### config.mk
export PLATFORM = sky130hd
export DESIGN_NAME = fsm_neg_deser_flat
export DESIGN_NICKNAME = d
export VERILOG_FILES = /design/src/rtl/fsm_neg_deser_if.sv /design/src/rtl/fsm_neg_deser.sv /design/src/flat_wrapper.sv
export SDC_FILE = /design/constraint.sdc
export NUM_CORES = 1
export LEC_CHECK = 0
export ABC_AREA = 1
export BUFFER_PORTS_ARGS = -buffer_cell sky130_fd_sc_hd__buf_4
export CORE_UTILIZATION = 40
export DETAILED_ROUTE_END_ITERATION = 10
export PLACE_DENSITY = 0.64
export SETUP_SLACK_MARGIN = 0.05
export SLEW_MARGIN = 0
export SYNTH_ARGS = -nofsm -noshare
export SYNTH_HDL_FRONTEND = slang
export SYNTH_SLANG_ARGS = --single-unit
### constraint.sdc
create_clock -name clk -period 2.3 [get_ports clk]
set_input_delay 0.345 -clock clk [delete_from_list [all_inputs] [get_ports clk]]
set_output_delay 0.345 -clock clk [all_outputs]
set_load 0.01 [all_outputs]
### src/rtl/fsm_neg_deser_if.sv
// Interface bundle for fsm_neg_deser: serial input side and word output side.
// Optional macro FSM_NEG_DESER_PARITY_EN adds the parity_err signal.
interface fsm_neg_deser_if #(
    parameter int WIDTH = 8
);
    logic             x;
    logic             x_vld;
    logic             sof;
    logic [WIDTH-1:0] data;
    logic             data_vld;
    logic             data_rdy;
    logic             busy;
    logic             ovf;
`ifdef FSM_NEG_DESER_PARITY_EN
    logic             parity_err;

    modport master (
        output x, x_vld, sof, data_rdy,
        input  data, data_vld, busy, ovf, parity_err
    );

    modport slave (
        input  x, x_vld, sof, data_rdy,
        output data, data_vld, busy, ovf, parity_err
    );
`else
    modport master (
        output x, x_vld, sof, data_rdy,
        input  data, data_vld, busy, ovf
    );

    modport slave (
        input  x, x_vld, sof, data_rdy,
        output data, data_vld, busy, ovf
    );
`endif
endinterface

### src/rtl/fsm_neg_deser.sv
// Serial deserializer that recovers a word sent LSB first as its two's-complement
// negation. Decoding uses the classic copy-until-first-one, then-invert rule.
// Optional macro FSM_NEG_DESER_PARITY_EN appends an even-parity bit to each frame.
module fsm_neg_deser #(
    parameter int WIDTH = 8
) (
    input  logic           clk,
    input  logic           rst_n,
    fsm_neg_deser_if.slave bus
);
    localparam int CNT_W = (WIDTH > 2) ? $clog2(WIDTH) : 1;
    localparam logic [CNT_W-1:0] LAST_BIT = CNT_W'(WIDTH - 1);

`ifdef FSM_NEG_DESER_PARITY_EN
    typedef enum logic [1:0] {
        ST_IDLE   = 2'd0,
        ST_COPY   = 2'd1,
        ST_INVERT = 2'd2,
        ST_PARITY = 2'd3
    } state_t;
`else
    typedef enum logic [1:0] {
        ST_IDLE   = 2'd0,
        ST_COPY   = 2'd1,
        ST_INVERT = 2'd2
    } state_t;
`endif

    state_t           state_r, state_nxt_s;
    logic [CNT_W-1:0] cnt_r, cnt_nxt_s;
    logic [WIDTH-1:0] shift_r, shift_nxt_s;
    logic [WIDTH-1:0] word_s;
    logic [WIDTH-1:0] data_r;
    logic             data_vld_r;
    logic             ovf_r;
    logic             done_s;
    logic             bit_s;
`ifdef FSM_NEG_DESER_PARITY_EN
    logic             par_r, par_nxt_s;
    logic             perr_s;
    logic             perr_r;
`endif

    // Frame state, bit counter and shift register advance on accepted bits only.
    always_ff @(posedge clk) begin
        if (!rst_n) begin
            state_r <= ST_IDLE;
            cnt_r   <= '0;
            shift_r <= '0;
`ifdef FSM_NEG_DESER_PARITY_EN
            par_r   <= 1'b0;
`endif
        end else begin
            state_r <= state_nxt_s;
            cnt_r   <= cnt_nxt_s;
            shift_r <= shift_nxt_s;
`ifdef FSM_NEG_DESER_PARITY_EN
            par_r   <= par_nxt_s;
`endif
        end
    end

    // Next-state decode: sof always restarts the frame; otherwise copy/invert per state.
    always_comb begin
        state_nxt_s = state_r;
        cnt_nxt_s   = cnt_r;
        shift_nxt_s = shift_r;
        done_s      = 1'b0;
        word_s      = shift_r;
        bit_s       = 1'b0;
`ifdef FSM_NEG_DESER_PARITY_EN
        par_nxt_s   = par_r;
        perr_s      = 1'b0;
`endif
        if (bus.x_vld == 1'b1) begin
            if (bus.sof == 1'b1) begin
                // First bit is decoded as in COPY; a 1 here starts the inversion.
                bit_s       = bus.x;
                shift_nxt_s = {bit_s, shift_r[WIDTH-1:1]};
                cnt_nxt_s   = CNT_W'(1);
                state_nxt_s = (bus.x == 1'b1) ? ST_INVERT : ST_COPY;
`ifdef FSM_NEG_DESER_PARITY_EN
                par_nxt_s   = bus.x;
`endif
            end else begin
                case (state_r)
                    ST_IDLE: begin
                        state_nxt_s = ST_IDLE;
                    end
                    ST_COPY, ST_INVERT: begin
                        bit_s       = (state_r == ST_INVERT) ? ~bus.x : bus.x;
                        shift_nxt_s = {bit_s, shift_r[WIDTH-1:1]};
`ifdef FSM_NEG_DESER_PARITY_EN
                        par_nxt_s   = par_r ^ bus.x;
`endif
                        if (cnt_r == LAST_BIT) begin
                            cnt_nxt_s = '0;
`ifdef FSM_NEG_DESER_PARITY_EN
                            state_nxt_s = ST_PARITY;
`else
                            state_nxt_s = ST_IDLE;
                            done_s      = 1'b1;
                            word_s      = shift_nxt_s;
`endif
                        end else begin
                            cnt_nxt_s = cnt_r + CNT_W'(1);
                            if ((state_r == ST_COPY) && (bus.x == 1'b1)) begin
                                state_nxt_s = ST_INVERT;
                            end else begin
                                state_nxt_s = state_r;
                            end
                        end
                    end
`ifdef FSM_NEG_DESER_PARITY_EN
                    ST_PARITY: begin
                        // Even parity: data bits plus parity bit must XOR to zero.
                        state_nxt_s = ST_IDLE;
                        done_s      = 1'b1;
                        word_s      = shift_r;
                        perr_s      = par_r ^ bus.x;
                    end
`endif
                    default: begin
                        state_nxt_s = ST_IDLE;
                        cnt_nxt_s   = '0;
                    end
                endcase
            end
        end else begin
            state_nxt_s = state_r;
        end
    end

    // Output word holding register with consumer handshake and sticky overflow.
    always_ff @(posedge clk) begin
        if (!rst_n) begin
            data_r     <= '0;
            data_vld_r <= 1'b0;
            ovf_r      <= 1'b0;
`ifdef FSM_NEG_DESER_PARITY_EN
            perr_r     <= 1'b0;
`endif
        end else if (done_s) begin
            if (!data_vld_r || bus.data_rdy) begin
                data_r     <= word_s;
                data_vld_r <= 1'b1;
`ifdef FSM_NEG_DESER_PARITY_EN
                perr_r     <= perr_s;
`endif
            end else begin
                // Previous word still unaccepted: keep it, drop the new one.
                ovf_r      <= 1'b1;
`ifdef FSM_NEG_DESER_PARITY_EN
                perr_r     <= 1'b0;
`endif
            end
        end else begin
            if (data_vld_r && bus.data_rdy) begin
                data_vld_r <= 1'b0;
            end else begin
                data_vld_r <= data_vld_r;
            end
`ifdef FSM_NEG_DESER_PARITY_EN
            perr_r <= 1'b0;
`endif
        end
    end

    assign bus.data     = data_r;
    assign bus.data_vld = data_vld_r;
    assign bus.ovf      = ovf_r;
    assign bus.busy     = (state_r != ST_IDLE);
`ifdef FSM_NEG_DESER_PARITY_EN
    assign bus.parity_err = perr_r;
`endif

endmodule

### src/flat_wrapper.sv
// flat-port wrapper written by rule: the top's interface ports become plain ports
module fsm_neg_deser_flat 
#(
    parameter int WIDTH = 8
)
  (clk, rst_n, bus_x, bus_x_vld, bus_sof, bus_data_rdy, bus_data, bus_data_vld, bus_busy, bus_ovf);
  fsm_neg_deser_if #(.WIDTH(WIDTH)) bus_i ();
  input  logic clk;
  input  logic rst_n;
  input wire logic [$bits(bus_i.x)-1:0] bus_x;
  input wire logic [$bits(bus_i.x_vld)-1:0] bus_x_vld;
  input wire logic [$bits(bus_i.sof)-1:0] bus_sof;
  input wire logic [$bits(bus_i.data_rdy)-1:0] bus_data_rdy;
  output wire logic [$bits(bus_i.data)-1:0] bus_data;
  output wire logic [$bits(bus_i.data_vld)-1:0] bus_data_vld;
  output wire logic [$bits(bus_i.busy)-1:0] bus_busy;
  output wire logic [$bits(bus_i.ovf)-1:0] bus_ovf;
  assign bus_i.x = bus_x;
  assign bus_i.x_vld = bus_x_vld;
  assign bus_i.sof = bus_sof;
  assign bus_i.data_rdy = bus_data_rdy;
  assign bus_data = bus_i.data;
  assign bus_data_vld = bus_i.data_vld;
  assign bus_busy = bus_i.busy;
  assign bus_ovf = bus_i.ovf;
  fsm_neg_deser #(.WIDTH(WIDTH)) u_core (.clk(clk), .rst_n(rst_n), .bus(bus_i));
endmodule
### After elaboration in Yosys (flattened, before gate mapping)

Index checks and enable logic that the tools add are counted.

| word-level totals | value |
|---|---|
| flip-flop bits (word level) | 23 |
| input port bits | 6 |
| output and inout bits | 11 |
| logic and storage cells | 52 |

| cells by class | value |
|---|---|
| $add $sub $neg | 1 |
| equal/unequal tests | 6 |
| muxes and demuxes | 22 |
| bitwise logic cells | 2 |
| reduce and logical (&&, ||, !) cells | 15 |

Operators by type and width:

| operator | count |
|---|---|
| 2-to-1 mux 8 bit | 6 |
| AND reduction 2 bit | 6 |
| 2-to-1 mux 2 bit | 5 |
| 2-to-1 mux 1 bit | 8 |
| 2-to-1 mux 3 bit | 2 |
| one-hot mux 3 bit (2 select lines) | 1 |
| nonzero test 2 bit | 3 |
| inequality test 2 bit, second input constant | 2 |
| inequality test 4 x 2 -> 1 bit, second input constant | 1 |
| adder 3 x 1 -> 3 bit, second input constant | 1 |
| equality test 3 bit, second input constant | 1 |
| equality test 2 x 1 -> 1 bit, second input constant | 1 |
| equality test 2 bit, second input constant | 1 |
| logical AND 1 bit | 2 |
| zero test 2 bit | 1 |
| inverter 1 bit | 2 |
| OR reduction 2 bit | 1 |
| zero test 1 bit | 1 |
| logical OR 1 bit | 1 |

### Depth between registers and ports, before layout

Gate-level depths: netlist of run 1.

| logic depth | value |
|---|---|
| depth in word-level cells | 7 |
| gate-level depth with buffers | 9 |
| depth with buffers taken out | 9 |

### Least setup slack after synthesis of run 1

Ideal clock, no wire load.

| path | value |
|---|---|
| kind | flip-flop to flip-flop |
| from | reg u_core.state_r[0] |
| to | reg u_core.data_r[0] (netlist: u_core.bus.data[0]) |
| setup time | 0.111 ns |
| arrival | 1.318 ns |
| data required time | 2.189 ns |
| slack | 0.871 ns |
| cell stages (with the launch flop) | 10 |
| buffers on the path | 0 |
| clock period less this slack | 1.429 ns |
| cells stage by stage | dfxtp_1 > inv_1 > ha_1 > inv_2 > nor2_4 > nand2_4 > nor2_8 > nand2_1 > nor2_1 > nor2_1 |

| on the way | value |
|---|---|
| cells in the longest elaborated chain, start to end | 6 |
| elaborated cells on any way between the ends | 10 |
| those cells by class | eq/ne: 2; mux: 6; reduce/logical: 2 |

Ends and longest elaborated chain:

| what | line | RTL |
|---|---|---|
| start: declaration | fsm_neg_deser.sv:29 | `state_t state_r, state_nxt_s;` |
| start signal: assignment | fsm_neg_deser.sv:54 | `state_r <= state_nxt_s;` |
| equality test 2 x 1 -> 1 bit or equality test 2 bit (tied branches) | fsm_neg_deser.sv:86 | `case (state_r)` |
| OR reduction 2 bit * | fsm_neg_deser.sv:86 |  |
| 2-to-1 mux 1 bit | fsm_neg_deser.sv:86 |  |
| 2-to-1 mux 1 bit | fsm_neg_deser.sv:76 | `if (bus.sof == 1'b1) begin` |
| 2-to-1 mux 1 bit | fsm_neg_deser.sv:75 | `if (bus.x_vld == 1'b1) begin` |
| AND reduction 2 bit (no line) | -- |  |
| end signal: assignment | fsm_neg_deser.sv:145 | `data_r <= word_s;` |
| end: declaration | fsm_neg_deser.sv:33 | `logic [WIDTH-1:0] data_r;` |

Every way passes the cells marked *; elsewhere a longest branch is shown, timed or not.
A chain may end at the register's enable or synchronous reset.

### Final worst setup path of run 1

| path | value |
|---|---|
| from | reg u_core.state_r[0] |
| to | reg u_core.shift_r[7] |

| on the way | value |
|---|---|
| cells in the longest elaborated chain, start to end | 4 |
| elaborated cells on any way between the ends | 8 |
| those cells by class | eq/ne: 2; mux: 3; reduce/logical: 3 |

Ends and longest elaborated chain:

| what | line | RTL |
|---|---|---|
| equality test 2 bit or equality test 2 x 1 -> 1 bit (tied branches) | fsm_neg_deser.sv:86, fsm_neg_deser.sv:91 |  |
| 2-to-1 mux 1 bit or OR reduction 2 bit (tied branches) | fsm_neg_deser.sv:91, fsm_neg_deser.sv:86 |  |
| 2-to-1 mux 8 bit or nonzero test 2 bit (tied branches) | -- |  |
| 2-to-1 mux 8 bit or AND reduction 2 bit (tied branches) | -- |  |
| end signal: assignment | fsm_neg_deser.sv:56 | `shift_r <= shift_nxt_s;` |
| end: declaration | fsm_neg_deser.sv:31 | `logic [WIDTH-1:0] shift_r, shift_nxt_s;` |

Several ways; a longest one is shown, not always the timed one. The select of a mux whose other input is x is not followed.

==> results.md, run 1 <==
- Status: complete, but fails checks
- Failing checks: design-rule violations
- Worst-path cell chain: inv_1, ha_1, o21ai_2, inv_1, o21ai_0, nor2_1
- Min-delay src: rst_n
- Cell count after synthesis: 172
- CTS tree: yes
- Clock transition at path regs: 0.13 ns
- Synth warnings: 0
- XOR/XNOR Fraction of Synth Area: 0.725%
- Post-Synth Simple-Gate Area: 32.8%
- Worst EP arrival: 1.97 ns
- FF-to-FF Start: u_core.state_r[0]$_SDFFE_PN0P_
- Die area: 3250 um^2
- Final GP Congestion: 0.762
- DP Area: 1340 um^2
- Max-slew violations: 0
- Power Density: 551 nW/um^2
- Antenna violations before repair: 0
- Compound-Gate Fraction of Synth Area: 11.2%
- DR vias: 1030
- CP startpoint: u_core.state_r[0]$_SDFFE_PN0P_
- First-pass DRT Iterations: 7
- Most used DFF post-synth: dfxtp_1
- Max Cap Violations: 0
- # DRC: 2
- Crit Path Max Fanout: 13
- I/O pin cnt: 17
- Die Y: 57.0 um
- Die width: 57.0 um
- Req. time, crit path: 2.52 ns
- Largest net degree at the start of global routing: 22
- Root buffer cell: clkbuf_4
- Critical path's most frequent cell: inv_1
- # fillers: 293
- Final period util: 76.0%
- Critical path launch point type: flop
- Total gr overflow: 0
- Crit path time final: 1.75 ns
- Starting density of the core: 43.1%
- Final setup fails: 0
- Layout cells sized above 1: 16.6%
- Worst-Margin Slew: 0.430 ns
- Crit-path max cell delay: 0.42 ns
- Worst rel slew slack: 71.3%
- Vias in the first global route: 950
- Biggest area consumer among synthesized cells: dfxtp_1
- CTS H-tree lvls: 1
- Deepest clock path buffer count: 2
- Mux share of post-synthesis cell area: 0%
- Core region area: 2810 um^2
- IO Port Bufs: 16
- Synth Area in Adders: 6.21%
- Crit end category: flop
- Combinational family with the most area after synthesis: simple AND/OR/NAND/NOR gates
- WL/cell: 10.0 um
- Mean Syn Cell Area: 7.03 um^2
- GRT Total Usage: 15.6%
- Worst skew pair latency: 0.32 ns
- Post-CTS Resized: 0
- Synth area leaders: dfxtp_1 38%, nand2_1 12%, nor2_1 11%
- Setup TNS: 0 ns
- Post-CTS Setup Repair Bufs: 0
- Slowest-stage cell, CP: o21ai_2
- Detailed Route WL: 2.19 mm
- Total CTS buffers: 3
- Syn_nets: 184
- Register bit total from synthesis: 23
- Hold WC Path Type: input port to flop
- DRT iter0 DRCs: 30
- Syn-to-layout area delta: 12.7%
- Final Hold Vio Count: 0
- Seq/Total Area, Yosys: 38.1%
- First-pass GRT wire length: 3.91 mm
- RSZ-0062 raised after global routing: no
- Vias per cell: 4.72
- Leakage: 0.663 nW
- Async S/R FF share, synth: 0%
- Row cnt: 19
- Num Clock Sinks: 23
- Post-DRT Antenna Nets: 0
- Crit path kind: flop to flop
- VDD IR-drop max: 0.000256 V
- Cts hold-fix bufs: 0
- Post-synth EDFFs: 0
- Yosys cell types: 23
- N_diodes: 0
- Clk_skew: 0.00648 ns
- Detailed-placement wirelength estimate: 1.60 mm
- Design Area, Final: 1360 um^2
- Layout net count: 200
- Post-synth design cell area: 1210 um^2
- Post-synth top area share: 38.1%
- Max Clk Rate: 0.572 GHz
cell usage in the layout (no fill, tap or decap), drive strengths merged:
cell / n
dfxtp: 23
nor2: 38
a21oi: 12
buf: 16
or2: 1
ha: 6
nand2: 42
o21ai: 12
nand4: 1
nand3: 5
clkbuf: 3
inv: 26
clkinv: 1
xor2: 1
synthesized netlist by cell type, types with 2 or more instances:
cell type / n
nand2_1: 40
nand2_4: 2
nor2_1: 34
a21oi_1: 11
buf_2: 2
o21ai_0: 11
inv_1: 24
nor2_2: 2
ha_1: 6
dfxtp_1: 23
nand3_1: 5
cell families (layout without fill, tap and decap cells):
| family | count (synthesis) | count (layout) |
|---|---|---|
| and+or+nand+nor | 87 | 87 |
| buffers and inverters | 31 | 46 |
| AOI/OAI and AO/OA | 24 | 24 |
| DFF | 23 | 23 |
| adders and majority gates | 6 | 6 |
| xor gates and xnor gates | 1 | 1 |
registers in the layout (all words and copies together) (netlist names):
register             count
u_core.bus.data          8
u_core.shift_r           8
u_core.cnt_r             3
u_core.state_r           2
u_core.bus.data_vld      1
u_core.bus.ovf           1
worst max-delay path: cells and delay by family (launching register included):
family	cells	cell delay [ns]
flops	1	0.38
compound gates	2	0.59
fa+ha+maj	1	0.40
buf+inv	2	0.23
simple gates	1	0.06
stage by stage:
step | util [%] | setup slack (ns) | total power (W) | hold slack [ns] | instances
global placement | 47.6 | 0.643 | 0.000565 | 0.461 | 214
CTS | 48.6 | 0.562 | 0.000759 | 0.351 | 218
finish | 48.6 | 0.553 | 0.000751 | 0.355 | 218
floorplan | - | 0.871 | 0.000536 | 0.441 | 172
global route | 48.6 | 0.358 | 0.000797 | 0.352 | 218
detailed placement | 47.6 | 0.581 | 0.000567 | 0.466 | 214
worst paths after layout:
path / to / slack, ns / cells after the start
worst max-delay path: u_core.shift_r[7]$_SDFFE_PN0P_ / 0.55 / 6
worst min-delay path: u_core.bus.data[1]$_SDFFE_PN0P_ / 0.35 / 3
worst max register to register: u_core.shift_r[7]$_SDFFE_PN0P_ / 0.55 / 6
worst min register to register: u_core.shift_r[1]$_SDFFE_PN0P_ / 0.49 / 2
per-layer routing:
layer / vias up / global-route usage (%) / part of all wire [%]
met3: 5 / 2.72 / 3.6
met4: 0 / 7.32 / 1.6
met5: - / 0 / 0
met1: 451 / 19.5 / 50
li1: 553 / - / -
met2: 21 / 26.1 / 45
layout make-up:
type | count | area, um^2 | share of cell area, %
Clock buffer | 3 | 22.5 | 1.65
Timing Repair Buffer | 16 | 120 | 8.82
Multi-Input combinational cell | 118 | 616 | 45.2
Tap cell | 31 | 38.8 | 2.85
Inverter | 26 | 100 | 7.35
Sequential cell | 23 | 460 | 33.8
Clock inverter | 1 | 5.00 | 0.367
where the power goes:
group	leakage, nW	switching [W]	internal [W]
sequential	0.188	0.0000150	0.000421
clock	0.0177	0.000127	0.0000651
combinational	0.458	0.0000771	0.0000458
total	0.663	0.000220	0.000531
(Power assumes the default switching activity.)
==> run 2, diff against run 1 <==
--- a/config.mk
+++ b/config.mk
@@ -9,7 +9,7 @@
 export BUFFER_PORTS_ARGS = -buffer_cell sky130_fd_sc_hd__buf_4
 export CORE_UTILIZATION = 40
 export DETAILED_ROUTE_END_ITERATION = 10
-export PLACE_DENSITY = 0.64
+export PLACE_DENSITY = 0.66
 export SETUP_SLACK_MARGIN = 0.05
 export SLEW_MARGIN = 0
 export SYNTH_ARGS = -nofsm -noshare
==> constraint.sdc (replaced) <==
create_clock -name clk -period 1.5 [get_ports clk]
set_input_delay 0.225 -clock clk [delete_from_list [all_inputs] [get_ports clk]]
set_output_delay 0.225 -clock clk [all_outputs]
set_load 0.01 [all_outputs]
==> run 2 against run 1 <==
- the flow still finishes with violations (design-rule violations)
- core utilization increased by 3.9 points
- sequential share of layout area decreased by 2.2 points
- critical path depth grew 4
- via count grew 1.1%
- combinational power is 110% higher
- non-clock buffer count is 9 higher
- clock skew decreased by 0.0022 ns
- power up 61%
- die area stayed put
- global-route usage down 0.42 points
- cell area grew 8.0%
- critical path type unchanged
==> results.md, run 2 (synthesis gave the netlist of run 1 again) <==
- Status: complete, but fails checks
- Failing checks: design-rule violations
- DR vias: 1041 (+1.1%)
- IO Port Bufs: 16 (unchanged)
- Largest net degree at the start of global routing: 22 (unchanged)
- Die area: 3250 um^2 (unchanged)
- Commonest non-fill, non-tap cell in the layout: nand2_1
- Min-delay src: rst_n
- Final GP Congestion: 0.785 (+3.0%)
- Hold WC Path Type: input port to flop
- Worst EP arrival: 1.68 ns (-0.29 ns)
- Power Density: 823 nW/um^2 (+49%)
- Layout cells sized above 1: 27.0% (+10 points)
- Post-DRT Antenna Nets: 0 (unchanged)
- Final setup fails: 0 (unchanged)
- Worst rel slew slack: 81.0% (+9.7 points)
- Worst-Margin Slew: 0.285 ns (-0.146 ns)
- Clk_skew: 0.00429 ns (-0.00220 ns)
- Total CTS buffers: 3 (unchanged)
- Detailed-placement wirelength estimate: 1.69 mm (+5.5%)
- Num Clock Sinks: 23 (unchanged)
- First-pass GRT wire length: 3.84 mm (-1.9%)
- Max-slew violations: 0 (unchanged)
- WL/cell: 10.1 um (+0.99%)
- DRT iter0 DRCs: 45 (+50%)
- R2r setup slk: 0.04 ns (-0.51 ns)
- Crit end category: flop
- Detailed Route WL: 2.30 mm (+5.2%)
- Setup TNS: 0 ns (unchanged)
- Min-Delay Path Depth: 3 (unchanged)
- Total gr overflow: 0 (unchanged)
- Final hold slack: 0.226 ns (-0.129 ns)
- Row cnt: 19 (unchanged)
- CTS tree: yes
- Final period util: 97.1% (+21 points)
- Critical path launch point type: flop
- # fillers: 286 (-2.4%)
- Req. time, crit path: 1.72 ns (-0.80 ns)
- Worst-path cell chain: inv_2, ha_4, inv_4, nor2_4, buf_4, nand2_1, nand2_1, nand2_1, nor2_1, nor2_1
- Reg2reg path depth: 10 (+4)
- Crit-path leading delay family: simple AND/OR/NAND/NOR gates
- Antenna violations before repair: 0 (unchanged)
- N_diodes: 0 (unchanged)
- FF-to-FF Start: u_core.state_r[1]$_SDFFE_PN0P_
- Vias in the first global route: 926 (-2.5%)
- CTS H-tree lvls: 1 (unchanged)
- First-pass DRT Iterations: 7 (unchanged)
- Max Clk Rate: 0.686 GHz (+20%)
- Slowest-stage cell, CP: dfxtp_2
- Crit path time final: 1.46 ns (-0.290 ns)
- Clock transition at path regs: 0.12 ns (about the same)
- DP Area: 1370 um^2 (+2.8%)
- Hold endpoint: u_core.state_r[0]$_SDFFE_PN0P_
- Crit path kind: flop to flop
- Worst skew pair latency: 0.31 ns (about the same)
- # DRC: 6 (+4)
- Crit-path max cell delay: 0.36 ns (-0.06 ns)
- Design Area, Final: 1470 um^2 (+8.0%)
- GRT Total Usage: 15.2% (-0.42 points)
- Most frequent cells in the layout: 36 x nand2_1, 30 x nor2_1, 24 x buf_4
- VDD IR-drop max: 0.000403 V (+58%)
- Max Cap Violations: 0 (unchanged)
- Vias per cell: 4.59 (-2.9%)
- Reg-to-reg critical path endpoint: u_core.state_r[0]$_SDFFE_PN0P_
- Final Hold Vio Count: 0 (unchanged)
- RSZ-0062 raised after global routing: yes
- Starting density of the core: 43.1% (unchanged)
- Deepest clock path buffer count: 2 (unchanged)
- Layout net count: 209 (+4.5%)
- Syn-to-layout area delta: 21.7%
- Buffers and inverters on the worst path: 3 (+1)
- Die Y: 57.0 um (unchanged)
- Critical path's most frequent cell: nand2_1
- I/O pin cnt: 17 (unchanged)
- Die width: 57.0 um (unchanged)
- Cts hold-fix bufs: 0 (unchanged)
- Leakage: 0.706 nW (+6.4%)
- Core region area: 2810 um^2 (unchanged)
- Crit Path Max Fanout: 5 (-8)
- Root buffer cell: clkbuf_4
## run 2: how the worst max path moves through the flow
stage	startpoint	end	cells past startpoint	slack, ns
6_report	u_core.state_r[1]$_SDFFE_PN0P_	u_core.state_r[0]$_SDFFE_PN0P_	10	0.04
3_3_place_gp	u_core.state_r[1]$_SDFFE_PN0P_	u_core.bus.data[3]$_SDFFE_PN0P_	9	0.004
4_1_cts	u_core.state_r[0]$_SDFFE_PN0P_	u_core.bus.data[3]$_SDFFE_PN0P_	9	0.06
2_1_floorplan	u_core.state_r[0]$_SDFFE_PN0P_	u_core.bus.data[0]$_SDFFE_PN0P_	9	0.07
3_5_place_dp	u_core.state_r[1]$_SDFFE_PN0P_	u_core.bus.data[3]$_SDFFE_PN0P_	9	-0.06
5_1_grt	u_core.state_r[1]$_SDFFE_PN0P_	u_core.bus.data[4]$_SDFFE_PN0P_	9	-0.03
## run 2: routing by layer
layer  routed length [um]  track usage [%]  vias up
li1                     -                -      574
met2                 1060             24.2       14
met3                   67             2.04        2
met4                   15             8.71        0
met5                    0                0        -
met1                 1160             19.7      451
## run 2: repair_timing
action	4_1_cts	5_1_grt
pin swaps	0	12
setup endpoints to repair	13	11
buffers inserted	0	4
resized for setup	3	14
endpoints found under the hold margin	0	0
## run 2: final cells by class
cell class | instances | area, um^2 | share of cell area, %
multi-input cells | 118 | 648 | 44.0
flip-flops and latches | 23 | 464 | 31.5
inverters | 26 | 103 | 6.97
well taps | 31 | 38.8 | 2.64
clock buffers | 4 | 26.3 | 1.79
repair buffers | 25 | 191 | 13.0
## run 2: metrics by stage
stage	setup slack (ns)	cells	util (%)	power, W
final	0.0429	227	52.5	0.00121
after global routing	-0.0265	227	52.5	0.00129
after CTS	0.0584	223	50.4	0.00120
after detailed placement	-0.0578	219	48.9	0.000892
after global placement	0.00412	219	48.9	0.000885
after floorplan	0.0708	172	-	0.000822
## run 2: where the power goes
part / switching [W] / leakage, nW / internal (W)
Combinational: 0.000137 / 0.502 / 0.000119
Clock: 0.000183 / 0.0150 / 0.000104
Sequential: 0.0000223 / 0.189 / 0.000646
Total: 0.000342 / 0.706 / 0.000869
## run 2: worst reg2reg max path, cell delays in order, from the launching register on
cell and delay, ns:
dfxtp_2 0.36, inv_2 0.05, ha_4 0.31, inv_4 0.04, nor2_4 0.14, buf_4 0.13
nand2_1 0.06, nand2_1 0.06, nand2_1 0.06, nor2_1 0.11, nor2_1 0.05
==> run 3, diff against run 2 <==
--- a/config.mk
+++ b/config.mk
@@ -7,9 +7,10 @@
 export LEC_CHECK = 0
 export ABC_AREA = 1
 export BUFFER_PORTS_ARGS = -buffer_cell sky130_fd_sc_hd__buf_4
-export CORE_UTILIZATION = 40
+export CORE_MARGIN = 3
+export CORE_UTILIZATION = 41
 export DETAILED_ROUTE_END_ITERATION = 10
-export PLACE_DENSITY = 0.66
+export PLACE_DENSITY = 0.68
 export SETUP_SLACK_MARGIN = 0.05
 export SLEW_MARGIN = 0
 export SYNTH_ARGS = -nofsm -noshare
==> run 3 against run 2 <==
- the run now ends clean
- register-to-register slack gained 0.02 ns
- count of clock-buffer cells in the layout shrank 1
- non-clock buffer count is the same
- clock skew shrank 0.0018 ns
- maximum frequency grew 1.4%
- largest cell class unchanged
- global-route usage shrank 1.6 points
- critical path type unchanged
- combinational power shrank 2%
- power grew 0.38%
==> results.md, run 3 (synthesis gave the netlist of run 1 again) <==
- Final Hold Vio Count: 0 (unchanged)
- Final period util: 95.8% (-1.3 points)
- Worst-path cell chain: inv_2, ha_4, inv_2, nor2_4, nand2_4, nor2_8, nand2_2, nor2_2, nor2_1
- Worst skew pair latency: 0.31 ns (about the same)
- Core region area: 2780 um^2 (-0.85%)
- Setup TNS: 0 ns (unchanged)
- Total gr overflow: 0 (unchanged)
- First-pass DRT Iterations: 4 (-3)
- Hold WC Path Type: input port to flop
- Post-DRT Antenna Nets: 0 (unchanged)
- Status: finished clean
- Largest net degree at the start of global routing: 22 (unchanged)
- Crit path kind: flop to flop
- Crit path time final: 1.44 ns (-0.0197 ns)
- Critical path launch point type: flop
- Req. time, crit path: 1.73 ns (about the same)
- Most frequent cells in the layout: 37 x nand2_1, 31 x nor2_1, 24 x buf_4
- GRT Total Usage: 13.6% (-1.6 points)
- Layout cells sized above 1: 27.0% (unchanged)
- RSZ-0062 raised after global routing: yes
- Max Clk Rate: 0.696 GHz (+1.4%)
- Design Area, Final: 1470 um^2 (+0.17%)
- Commonest non-fill, non-tap cell in the layout: nand2_1
- DRT iter0 DRCs: 37 (-18%)
- Final GP Congestion: 0.824 (+4.9%)
- Layout net count: 209 (unchanged)
- Deepest clock path buffer count: 2 (unchanged)
- Die width: 60.3 um (+5.8%)
- R2r setup slk: 0.06 ns (+0.02 ns)
- Max-slew violations: 0 (unchanged)
- Max Cap Violations: 0 (unchanged)
- Clock transition at path regs: 0.14 ns (+0.02 ns)
- Worst EP arrival: 1.66 ns (-0.02 ns)
- WL/cell: 10.1 um (-0.48%)
- Syn-to-layout area delta: 21.9%
- Vias per cell: 4.60 (+0.38%)
- IO Port Bufs: 16 (unchanged)
- Critical path's most frequent cell: inv_2
- Num Clock Sinks: 23 (unchanged)
- Worst-Margin Slew: 0.281 ns (-0.00334 ns)
- DP Area: 1370 um^2 (unchanged)
- CTS tree: yes
- Crit-path max cell delay: 0.36 ns (about the same)
- Power Density: 825 nW/um^2 (+0.21%)
- Worst rel slew slack: 81.2% (+0.22 points)
- I/O pin cnt: 17 (unchanged)
- Detailed-placement wirelength estimate: 1.59 mm (-6.0%)
- CTS H-tree lvls: 1 (unchanged)
- First-pass GRT wire length: 3.77 mm (-1.8%)
- Crit Path Max Fanout: 6 (+1)
- Crit-path leading delay family: simple AND/OR/NAND/NOR gates
- # DRC: 0 (-6)
- Total CTS buffers: 3 (unchanged)
- Slowest-stage cell, CP: dfxtp_2
- Die Y: 60.3 um (+5.8%)
- Detailed Route WL: 2.29 mm (-0.48%)
- Clk_skew: 0.00252 ns (-0.00177 ns)
- Starting density of the core: 43.5% (+0.37 points)
- VDD IR-drop max: 0.000520 V (+29%)
- Vias in the first global route: 862 (-6.9%)
- Crit end category: flop
- Antenna violations before repair: 0 (unchanged)
- Buffers and inverters on the worst path: 2 (-1)
- N_diodes: 0 (unchanged)
- Row cnt: 19 (unchanged)
- DR vias: 1045 (+0.38%)
- Final setup fails: 0 (unchanged)
- Root buffer cell: clkbuf_4
- Die area: 3640 um^2 (+12%)
- Leakage: 0.703 nW (-0.42%)
run 3: worst paths after layout:
path / start / endpoint / cells after the start
worst max-delay path: u_core.state_r[0]$_SDFFE_PN0P_ / u_core.bus.data[3]$_SDFFE_PN0P_ / 9
worst min-delay path: rst_n / u_core.state_r[0]$_SDFFE_PN0P_ / 3
worst max register to register: u_core.state_r[0]$_SDFFE_PN0P_ / u_core.bus.data[3]$_SDFFE_PN0P_ / 9
worst min register to register: u_core.shift_r[5]$_SDFFE_PN0P_ / u_core.shift_r[5]$_SDFFE_PN0P_ / 2
run 3: worst reg2reg max path: stages (launching register included):
cell and delay [ns]:
dfxtp_2 0.36, inv_2 0.05, ha_4 0.30, inv_2 0.05
nor2_4 0.15, nand2_4 0.09, nor2_8 0.16, nand2_2 0.07
nor2_2 0.10, nor2_1 0.04
run 3: metrics by stage:
stage                     hold WS, ns  total power, W  utilization [%]  setup slack, ns  instances
final                           0.235         0.00122             53.0           0.0626        227
after global routing            0.238         0.00129             53.0          -0.0343        227
after detailed placement        0.472        0.000889             49.3          -0.0135        219
after floorplan                 0.363        0.000822                -           0.0708        172
after CTS                       0.235         0.00119             50.8           0.0784        223
after global placement          0.456        0.000885             49.3           0.0133        219
run 3: power breakdown:
group | internal (W) | switching, W
registers | 0.000646 | 0.0000216
logic | 0.000116 | 0.000137
clock network | 0.0000995 | 0.000196
total | 0.000861 | 0.000354
run 3: what timing repair did:
action                                  4_1_cts  5_1_grt
hold buffers                                  0        0
pin swaps                                     0        8
setup buffers                                 0        4
endpoints found under the setup margin       13       11
resized for setup                             2       14
run 3: per-layer routing:
layer	up-vias	GRT usage [%]	routed length (um)
li1	576	-	-
met3	2	1.94	77
met1	454	19.2	1160
met2	13	20.4	1030
met5	-	0	0
met4	0	5.70	18
run 3: cell type report:
| cell class | instances | area (um^2) |
|---|---|---|
| Fill cell | 267 | 1310 |
| Multi-Input combinational cell | 118 | 653 |
| Sequential cell | 23 | 463 |
| Timing Repair Buffer | 25 | 191 |
| Inverter | 26 | 100 |
| Tap cell | 31 | 38.8 |
| Clock buffer | 3 | 22.5 |
| Clock inverter | 1 | 5.00 |
